File: src/rtl/fetch_if.sv
// Fetch-to-memory/decode bundle for the instruction-fetch sequencer.
//
// Signals:
//   pc        sequencer -> memory  16-bit fetch address (registered)
//   instr     memory -> sequencer  mem[pc] one cycle after the sampling edge
//   ir        sequencer -> decode  instruction register
//   ir_valid  sequencer -> decode  ir holds an undelivered instruction
//   ir_ready  decode -> sequencer  decode can take ir this cycle
//   br_taken  decode -> sequencer  redirect qualifier
//   br_target decode -> sequencer  redirect address
//   reti      decode -> sequencer  return from interrupt
//   irq       system -> sequencer  level interrupt request
//   irq_ack   sequencer -> system  one-cycle pulse when an interrupt is taken
//   epc       sequencer -> decode  saved return address
//   halted    sequencer -> system  sequencer is halted
//   resume    system -> sequencer  leave the halted state
//
// Handshake: ir is transferred on a rising clk edge where ir_valid and
// ir_ready are both high (the accept edge). Once ir_valid is high, ir, pc and
// ir_valid stay unchanged until that edge; ir_ready may be driven freely and
// does not have to wait for ir_valid. br_taken, br_target and reti only have
// meaning on the accept edge.
interface fetch_if;
  logic [15:0] pc;
  logic [15:0] instr;
  logic [15:0] ir;
  logic        ir_valid;
  logic        ir_ready;
  logic        br_taken;
  logic [15:0] br_target;
  logic        reti;
  logic        irq;
  logic        irq_ack;
  logic [15:0] epc;
  logic        halted;
  logic        resume;

  modport master (
    output pc, ir, ir_valid, irq_ack, epc, halted,
    input  instr, ir_ready, br_taken, br_target, reti, irq, resume
  );

  modport slave (
    input  pc, ir, ir_valid, irq_ack, epc, halted,
    output instr, ir_ready, br_taken, br_target, reti, irq, resume
  );
endinterface

File: src/rtl/fetch_sequencer.sv
// Instruction-fetch controller. It drives pc into a synchronous instruction
// memory with a one-cycle read latency, captures the returned word into ir, and
// offers ir to decode through the valid/ready handshake on the fetch_if bundle.
// The next pc comes from sequential increment, a branch redirect, an interrupt
// vector with a saved return address, or a return from interrupt. A fetched
// HALT_OPCODE word stops the sequencer and is never delivered to decode.
//
// Ports:
//   clk        system clock; all state changes on the rising edge
//   rst_n      asynchronous active-low reset
//   bus        fetch_if.master (pc/instr memory side, ir handshake, irq, halt)
//   state_dbg  current FSM state (0 ADDR, 1 LATCH, 2 HOLD, 3 HALT)
module fetch_sequencer #(
  parameter logic [15:0] RESET_PC    = 16'h0001,
  parameter logic [15:0] IRQ_VECTOR  = 16'h0000,
  parameter logic [15:0] HALT_OPCODE = 16'hFFFF
) (
  input  logic          clk,
  input  logic          rst_n,
  fetch_if.master       bus,
  output logic [1:0]    state_dbg
);

  typedef enum logic [1:0] {
    S_ADDR  = 2'd0,  // pc stable; memory samples it at the end edge
    S_LATCH = 2'd1,  // instr holds mem[pc]
    S_HOLD  = 2'd2,  // ir offered to decode
    S_HALT  = 2'd3
  } state_t;

  state_t      state;
  logic        ie;
  logic [15:0] pc_inc;
  logic [15:0] seq_next;

  assign state_dbg = state;
  assign pc_inc    = bus.pc + 16'd1;
  // Return address for an interrupt taken on the accept edge: a branching
  // instruction returns to its target rather than to the next word.
  assign seq_next  = bus.br_taken ? bus.br_target : pc_inc;

  always_ff @(posedge clk or negedge rst_n) begin
    if (!rst_n) begin
      state        <= S_ADDR;
      ie           <= 1'b1;
      bus.pc       <= RESET_PC;
      bus.ir       <= 16'h0000;
      bus.ir_valid <= 1'b0;
      bus.irq_ack  <= 1'b0;
      bus.epc      <= 16'h0000;
      bus.halted   <= 1'b0;
    end else begin
      bus.irq_ack <= 1'b0;
      case (state)
        S_ADDR: state <= S_LATCH;

        S_LATCH: begin
          if (bus.instr == HALT_OPCODE) begin
            bus.halted <= 1'b1;
            state      <= S_HALT;
          end else begin
            bus.ir       <= bus.instr;
            bus.ir_valid <= 1'b1;
            state        <= S_HOLD;
          end
        end

        S_HOLD: begin
          // ir_valid is always high here, so ir_ready alone marks the accept.
          if (bus.ir_ready) begin
            bus.ir_valid <= 1'b0;
            state        <= S_ADDR;
            if (bus.irq && ie) begin
              bus.epc     <= seq_next;
              bus.pc      <= IRQ_VECTOR;
              ie          <= 1'b0;
              bus.irq_ack <= 1'b1;
            end else if (bus.reti) begin
              bus.pc <= bus.epc;
              ie     <= 1'b1;
            end else if (bus.br_taken) begin
              bus.pc <= bus.br_target;
            end else begin
              bus.pc <= pc_inc;
            end
          end
        end

        S_HALT: begin
          // pc still addresses the halt word, so the return point is pc + 1.
          if (bus.irq && ie) begin
            bus.epc     <= pc_inc;
            bus.pc      <= IRQ_VECTOR;
            ie          <= 1'b0;
            bus.irq_ack <= 1'b1;
            bus.halted  <= 1'b0;
            state       <= S_ADDR;
          end else if (bus.resume) begin
            bus.pc     <= pc_inc;
            bus.halted <= 1'b0;
            state      <= S_ADDR;
          end
        end

        default: state <= S_ADDR;
      endcase
    end
  end

endmodule

File: src/flat_wrapper.sv
// flat-port wrapper written by rule: the top's interface ports become plain ports
module fetch_sequencer_flat 
#(
  parameter logic [15:0] RESET_PC    = 16'h0001,
  parameter logic [15:0] IRQ_VECTOR  = 16'h0000,
  parameter logic [15:0] HALT_OPCODE = 16'hFFFF
)
  (clk, rst_n, state_dbg, bus_pc, bus_ir, bus_ir_valid, bus_irq_ack, bus_epc, bus_halted, bus_instr, bus_ir_ready, bus_br_taken, bus_br_target, bus_reti, bus_irq, bus_resume);
  fetch_if bus_i ();
  input  logic clk;
  input  logic rst_n;
  output logic [1:0] state_dbg;
  output wire logic [$bits(bus_i.pc)-1:0] bus_pc;
  output wire logic [$bits(bus_i.ir)-1:0] bus_ir;
  output wire logic [$bits(bus_i.ir_valid)-1:0] bus_ir_valid;
  output wire logic [$bits(bus_i.irq_ack)-1:0] bus_irq_ack;
  output wire logic [$bits(bus_i.epc)-1:0] bus_epc;
  output wire logic [$bits(bus_i.halted)-1:0] bus_halted;
  input wire logic [$bits(bus_i.instr)-1:0] bus_instr;
  input wire logic [$bits(bus_i.ir_ready)-1:0] bus_ir_ready;
  input wire logic [$bits(bus_i.br_taken)-1:0] bus_br_taken;
  input wire logic [$bits(bus_i.br_target)-1:0] bus_br_target;
  input wire logic [$bits(bus_i.reti)-1:0] bus_reti;
  input wire logic [$bits(bus_i.irq)-1:0] bus_irq;
  input wire logic [$bits(bus_i.resume)-1:0] bus_resume;
  assign bus_pc = bus_i.pc;
  assign bus_ir = bus_i.ir;
  assign bus_ir_valid = bus_i.ir_valid;
  assign bus_irq_ack = bus_i.irq_ack;
  assign bus_epc = bus_i.epc;
  assign bus_halted = bus_i.halted;
  assign bus_i.instr = bus_instr;
  assign bus_i.ir_ready = bus_ir_ready;
  assign bus_i.br_taken = bus_br_taken;
  assign bus_i.br_target = bus_br_target;
  assign bus_i.reti = bus_reti;
  assign bus_i.irq = bus_irq;
  assign bus_i.resume = bus_resume;
  fetch_sequencer #(.RESET_PC(RESET_PC), .IRQ_VECTOR(IRQ_VECTOR), .HALT_OPCODE(HALT_OPCODE)) u_core (.clk(clk), .rst_n(rst_n), .bus(bus_i), .state_dbg(state_dbg));
endmodule
File: config.mk
export PLATFORM = sky130hd
export DESIGN_NAME = fetch_sequencer_flat
export DESIGN_NICKNAME = d
export VERILOG_FILES = /design/src/rtl/fetch_if.sv /design/src/rtl/fetch_sequencer.sv /design/src/flat_wrapper.sv
export SDC_FILE = /design/constraint.sdc
export NUM_CORES = 1
export LEC_CHECK = 0
export BUFFER_PORTS_ARGS = -buffer_cell sky130_fd_sc_hd__buf_2
export CAP_MARGIN = 20
export CORE_MARGIN = 2
export CORE_UTILIZATION = 56
export CTS_CLUSTER_DIAMETER = 60
export DETAILED_ROUTE_END_ITERATION = 8
export GPL_ROUTABILITY_DRIVEN = 0
export PLACE_DENSITY = 0.86
export SYNTH_ARGS = -nofsm -noshare
export SYNTH_HDL_FRONTEND = slang
export SYNTH_SLANG_ARGS = --single-unit
File: constraint.sdc
create_clock -name clk -period 5.8 [get_ports clk]
set_input_delay 0.58 -clock clk [delete_from_list [all_inputs] [get_ports clk]]
set_output_delay 0.58 -clock clk [all_outputs]
set_load 0.1 [all_outputs]
==> results of run 1 <==
registers in the layout (all words and copies together) (netlist names):
signal,cells
u_core.bus.halted,1
u_core.ie,1
u_core.state_dbg,2
u_core.bus.pc,16
u_core.bus.epc,16
u_core.bus.ir,16
u_core.bus.ir_valid,1
u_core.bus.irq_ack,1
how the worst max path moves through the flow:
stage                                         start                        endpoint  slack, ns  depth (start not counted)
CTS                 u_core.state_dbg[0]$_DFFE_PN0P_  u_core.bus.epc[14]$_DFFE_PN0P_       3.17                          6
finish              u_core.state_dbg[0]$_DFFE_PN0P_  u_core.bus.epc[14]$_DFFE_PN0P_       3.15                          6
global placement                       bus_ir_ready  u_core.bus.epc[14]$_DFFE_PN0P_       3.20                          7
global route        u_core.state_dbg[0]$_DFFE_PN0P_  u_core.bus.epc[14]$_DFFE_PN0P_       2.86                          6
floorplan              u_core.bus.pc[1]$_DFFE_PN0P_   u_core.bus.pc[14]$_DFFE_PN0P_       3.36                          6
detailed placement                     bus_ir_ready  u_core.bus.epc[14]$_DFFE_PN0P_       3.08                          7
placed cells by master (no fill, tap or decap), drive strengths merged, types with 2 or more instances in the layout:
| cell type | n |
|---|---|
| a21oi | 20 |
| a221o | 4 |
| a211oi | 2 |
| nor2 | 25 |
| a2111o | 2 |
| xnor2 | 10 |
| o221ai | 5 |
| a22oi | 6 |
| nand4 | 11 |
| a21o | 4 |
| nor2b | 2 |
| nor4 | 3 |
| xor2 | 3 |
| a31oi | 2 |
| dfrtp | 52 |
| nand2b | 4 |
| buf | 92 |
| inv | 8 |
| mux2 | 16 |
| and3 | 5 |
| dfstp | 2 |
| a22o | 3 |
| clkbuf | 5 |
| o31ai | 4 |
| o211ai | 5 |
| bufinv | 2 |
| o22ai | 5 |
| and2 | 2 |
| o21ai | 35 |
| nor3 | 6 |
| nand2 | 42 |
| mux2i | 2 |
| nand3 | 10 |
| o21a | 2 |
per-stage QoR:
stage	hold WS [ns]	worst slack (ns)	util (%)
2_1_floorplan	0.284	3.36	-
3_3_place_gp	0.486	3.20	65.3
3_5_place_dp	0.485	3.08	65.3
4_1_cts	0.408	3.17	67.8
5_1_grt	0.445	2.86	67.8
6_report	0.377	3.15	67.8
layout make-up:
cell class                      instances  area, um2  share of cell area [%]
Clock inverter                          3       68.8                    1.87
Sequential cell                        54       1350                    36.7
Timing Repair Buffer                   92        463                    12.6
Inverter                                8       30.0                   0.814
Tap cell                               72       90.1                    2.44
Clock buffer                            5       68.8                    1.87
Multi-Input combinational cell        257       1610                    43.7
critical path: stages, from the launching register on:
cell	delay, ns
dfrtp_1	0.54
o21ai_0	0.48
or2_1	0.65
inv_1	0.37
and3_1	0.27
a21oi_1	0.11
o31ai_1	0.09
logic make-up after synthesis:
| logic type | after synthesis | share of synthesized area [%] |
|---|---|---|
| xor gates and xnor gates | 13 | 3.67 |
| muxes | 18 | 6.45 |
| DFF | 54 | 43.6 |
| AOI/OAI and AO/OA | 109 | 23.2 |
| adders and majority gates | 1 | 0.403 |
| buffers and inverters | 31 | 4.43 |
| and+or+nand+nor | 116 | 18.3 |
metal layers:
layer	routed length (um)	vias up
met5	0	-
li1	-	1407
met3	919	27
met1	3730	1413
met2	3770	207
met4	200	0
==> out/metrics.cfg, run 1 <==
[min_path]
min_path_type = in -> async

[clock_tree]
clockBufferDepth = 2
cts.repair.resized = 0
cts_buffers = 5
postCtsHoldBufs = 0
tritoncts = built
clkLatencyLatePin_ns = 0.31
post_cts_buffers = 0
clk_pin_slew_ns = 0.10
cts.htree.levels = 2
clock-root-buffer = clkbuf_8
cts_sinks = 54

[yosys]
ys_seq_elements = 54
synth_edf_count = 0
synthArstFlopShare_pct = 100
yosysTopAreaCellShare_pct = 41.9
ys_warn_count = 0
synth_top_cell_by_area = dfrtp_1
synth_area_leaders = dfrtp_1 42%, mux2_2 5.8%, o21ai_0 5.3%, nand2_1 5.1%, a21oi_1 3.2%
synth_area_um2 = 3100
synth_flop_cell = dfrtp_1
synth_area_per_cell_um2 = 9.08
syn-instance-count = 342
yosysMostFrequentCell = dfrtp_1
synth_cell_types = 56
synth_seq_area_share_pct = 43.6
syn-num-nets = 382
ys_top_cells_by_count = 52 x dfrtp_1, 42 x nand2_1, 33 x o21ai_0

[final_layout]
area_growth_pct = 18.8
drive_gt1_share_pct = 29.8
diodes = 0
nNetsFinal = 458
final_cell_area_um2 = 3690
final_cells = 491
fillers = 442

[die]
die_width_um = 78.5
start_util_pct = 57.1
core_um2 = 5440
ioPinCount = 92
die_area_um2 = 6160
fp-row-count = 27
die_h_um = 78.5

[worst_setup_path]
cp-end-kind = flip-flop
crit_path_max_fanout = 22
worstPathArrival_ns = 2.82
crit_type = reg -> reg
r2r_end = u_core.bus.epc[14]$_DFFE_PN0P_
r2r_start = u_core.state_dbg[0]$_DFFE_PN0P_
r2r_slack_ns = 3.15
crit_required_ns = 5.97
r2r_cells = 6
startpoint_type = flip-flop

[place]
numPortBuffers = 91
dpl.cell_count = 483
dp.final_hpwl_um = 6330
placed_area_um2 = 3550

[timing]
skew_ns = 0.00488
fin_tns_setup_ns = 0
layout_min_cycle_time_ns = 2.65
grt_setup_unrepaired = false
final-hold-violation-count = 0
setup_violations = 0
max-slew-margin-rel_pct = 39.5
fmax_mhz = 377
finalCritPeriodShare_pct = 45.7
worstMarginPinSlew_ns = 0.904
slew_violations = 0

[detailed_routing]
route.final.wire_length_um = 8620
drtAntennaViolNets = 0
vias = 3054
wl_per_cell_um = 17.6
drt_iter0_drc = 417
drc = 0
via_per_inst = 6.22
first_pass_iters = 5

[grt]
grtUsageTotal_pct = 28.3
grt_pass1_vias = 2698
busiest_layer = met1
globalRouteMet1Util_pct = 43.1
met3_usage_pct = 4.48
overflow = 0
grt_pass1_wl_um = 13600
grt_use_met2_pct = 41.4
antenna_found_initial = 0
grt_max_degree = 55

[run_status]
status = finished, final reports clean

[run]
cap_violations = 0

Power of run 1 is not shown: default switching activity piles up to over one toggle a cycle in this logic, so the estimate is an artifact.
==> run 2, diff against run 1 <==
Settings changed: CORE_UTILIZATION 56 to 52, PLACE_DENSITY 0.86 to 0.8.
Clock period 5.8 ns to 2.7 ns, I/O delays scaled along.
==> run 2 against run 1 <==
- fmax increased by 18%
- via count grew 3.7%
- routed wire length grew 7.3%
- clock skew is 0.0016 ns lower
- critical path depth is 2 lower
- sequential share of layout area is 0.14 points higher
- first-iteration DRC count rose by 5.3%
- count of clock-buffer cells in the layout is 1 higher
- die area up 7.3%
- non-clock buffer count rose by 3
- final cell count grew 1.2%
- critical path type unchanged
- critical endpoint is now u_core.bus.pc[14]$_DFFE_PN0P_
- largest cell class unchanged
==> out/metrics.cfg, run 2 (same netlist as run 1, synthesis figures left out) <==
[run_status]
status = finished, final reports clean

[worst_setup_path]
r2r_slack_ns = 0.45
startpoint_type = flip-flop
worstPathArrival_ns = 2.45
r2r_cells = 4
r2r_start = u_core.state_dbg[1]$_DFFE_PN0P_
r2r_end = u_core.bus.pc[14]$_DFFE_PN0P_
startpoint = u_core.state_dbg[1]$_DFFE_PN0P_
crit_type = reg -> reg
cp-end-kind = flip-flop
crit_path_max_fanout = 13
crit_required_ns = 2.91

[detailed_routing]
drtAntennaViolNets = 0
drc = 0
drt_iter0_drc = 439
via_per_inst = 6.37
first_pass_iters = 7
vias = 3168
route.final.wire_length_um = 9250
wl_per_cell_um = 18.6

[timing]
setup_violations = 0
skew_ns = 0.00326
worstMarginPinSlew_ns = 0.878
fmax_mhz = 445
layout_setup_ws_ns = 0.454
final-hold-violation-count = 0
grt_setup_unrepaired = false
slew_violations = 0
hold_slack_ns = 0.194
fin_tns_setup_ns = 0
max-slew-margin-rel_pct = 41.3
finalCritPeriodShare_pct = 83.2
layout_min_cycle_time_ns = 2.25

[min_path]
min_from = bus_instr[12]
min_path_type = in -> reg
hold_end = u_core.bus.ir[12]$_DFFE_PN0P_
holdPathStages = 2

[clock_tree]
cts_sinks = 54
post_cts_buffers = 0
cts.repair.resized = 0
postCtsHoldBufs = 1
clk_pin_slew_ns = 0.10
clock-root-buffer = clkbuf_8
tritoncts = built
clkLatencyLatePin_ns = 0.32
cts_buffers = 5
clockBufferDepth = 2
cts.htree.levels = 2

[place]
numPortBuffers = 91
dp.final_hpwl_um = 6620
post-place-ws_ns = 0.601
dpl.cell_count = 488

[final_layout]
final_cells = 497
final_common_cell = buf_2
nNetsFinal = 461
area_growth_pct = 18.3
drive_gt1_share_pct = 30.1
mostFrequentLayoutCells = 91 x buf_2, 52 x dfrtp_1, 42 x nand2_1
diodes = 0
largestRegisters = u_core.bus.epc x16, u_core.bus.ir x16, u_core.bus.pc x16

[die]
ioPinCount = 92
die_area_um2 = 6600
die_h_um = 81.3
fp-row-count = 28
core_um2 = 5850
die_width_um = 81.3
start_util_pct = 53.1

[grt]
grt_max_degree = 23
grt_pass1_vias = 2727
grtUsageTotal_pct = 29.1
antenna_found_initial = 0
grt_pass1_wl_um = 14600
overflow = 0

[run]
cap_violations = 0

[run 2: critical path, stage by stage (launching register included)]
cell and delay [ns]:
dfrtp_1 0.60, o21ai_0 0.37, a21oi_1 0.60, o21ai_0 0.23, a221o_1 0.34
[run 2: how the worst max path moves through the flow]
stage                                               end
after floorplan           u_core.bus.pc[14]$_DFFE_PN0P_
after global routing      u_core.bus.pc[15]$_DFFE_PN0P_
after global placement    u_core.bus.pc[15]$_DFFE_PN0P_
after detailed placement  u_core.bus.pc[14]$_DFFE_PN0P_
after CTS                 u_core.bus.pc[14]$_DFFE_PN0P_
final                     u_core.bus.pc[14]$_DFFE_PN0P_
[run 2: metrics by stage]
| stage | util [%] | instance area [um2] |
|---|---|---|
| finish | 62.8 | 3670 |
| global route | 62.8 | 3670 |
| CTS | 62.8 | 3670 |
| detailed placement | 61.0 | 3570 |
| global placement | 61.0 | 3570 |
| floorplan | - | 3100 |
[run 2: metal layers]
metal / track usage, % / up-vias / wire length (um)
li1: - / 1410 / -
met1: 45.1 / 1519 / 4060
met2: 40.0 / 206 / 3950
met3: 5.89 / 33 / 955
met4: 9.49 / 0 / 286
met5: 0 / - / 0
[run 2: area by class of cell]
class / instances / area [um2]
inverters: 8 / 30.0
clock inverters: 2 / 12.5
repair buffers: 95 / 488
flip-flops and latches: 54 / 1350
multi-input cells: 257 / 1610
fillers: 511 / 2180
well taps: 75 / 93.8
clock buffers: 6 / 82.6
Power of run 2 is left out for the same reason.
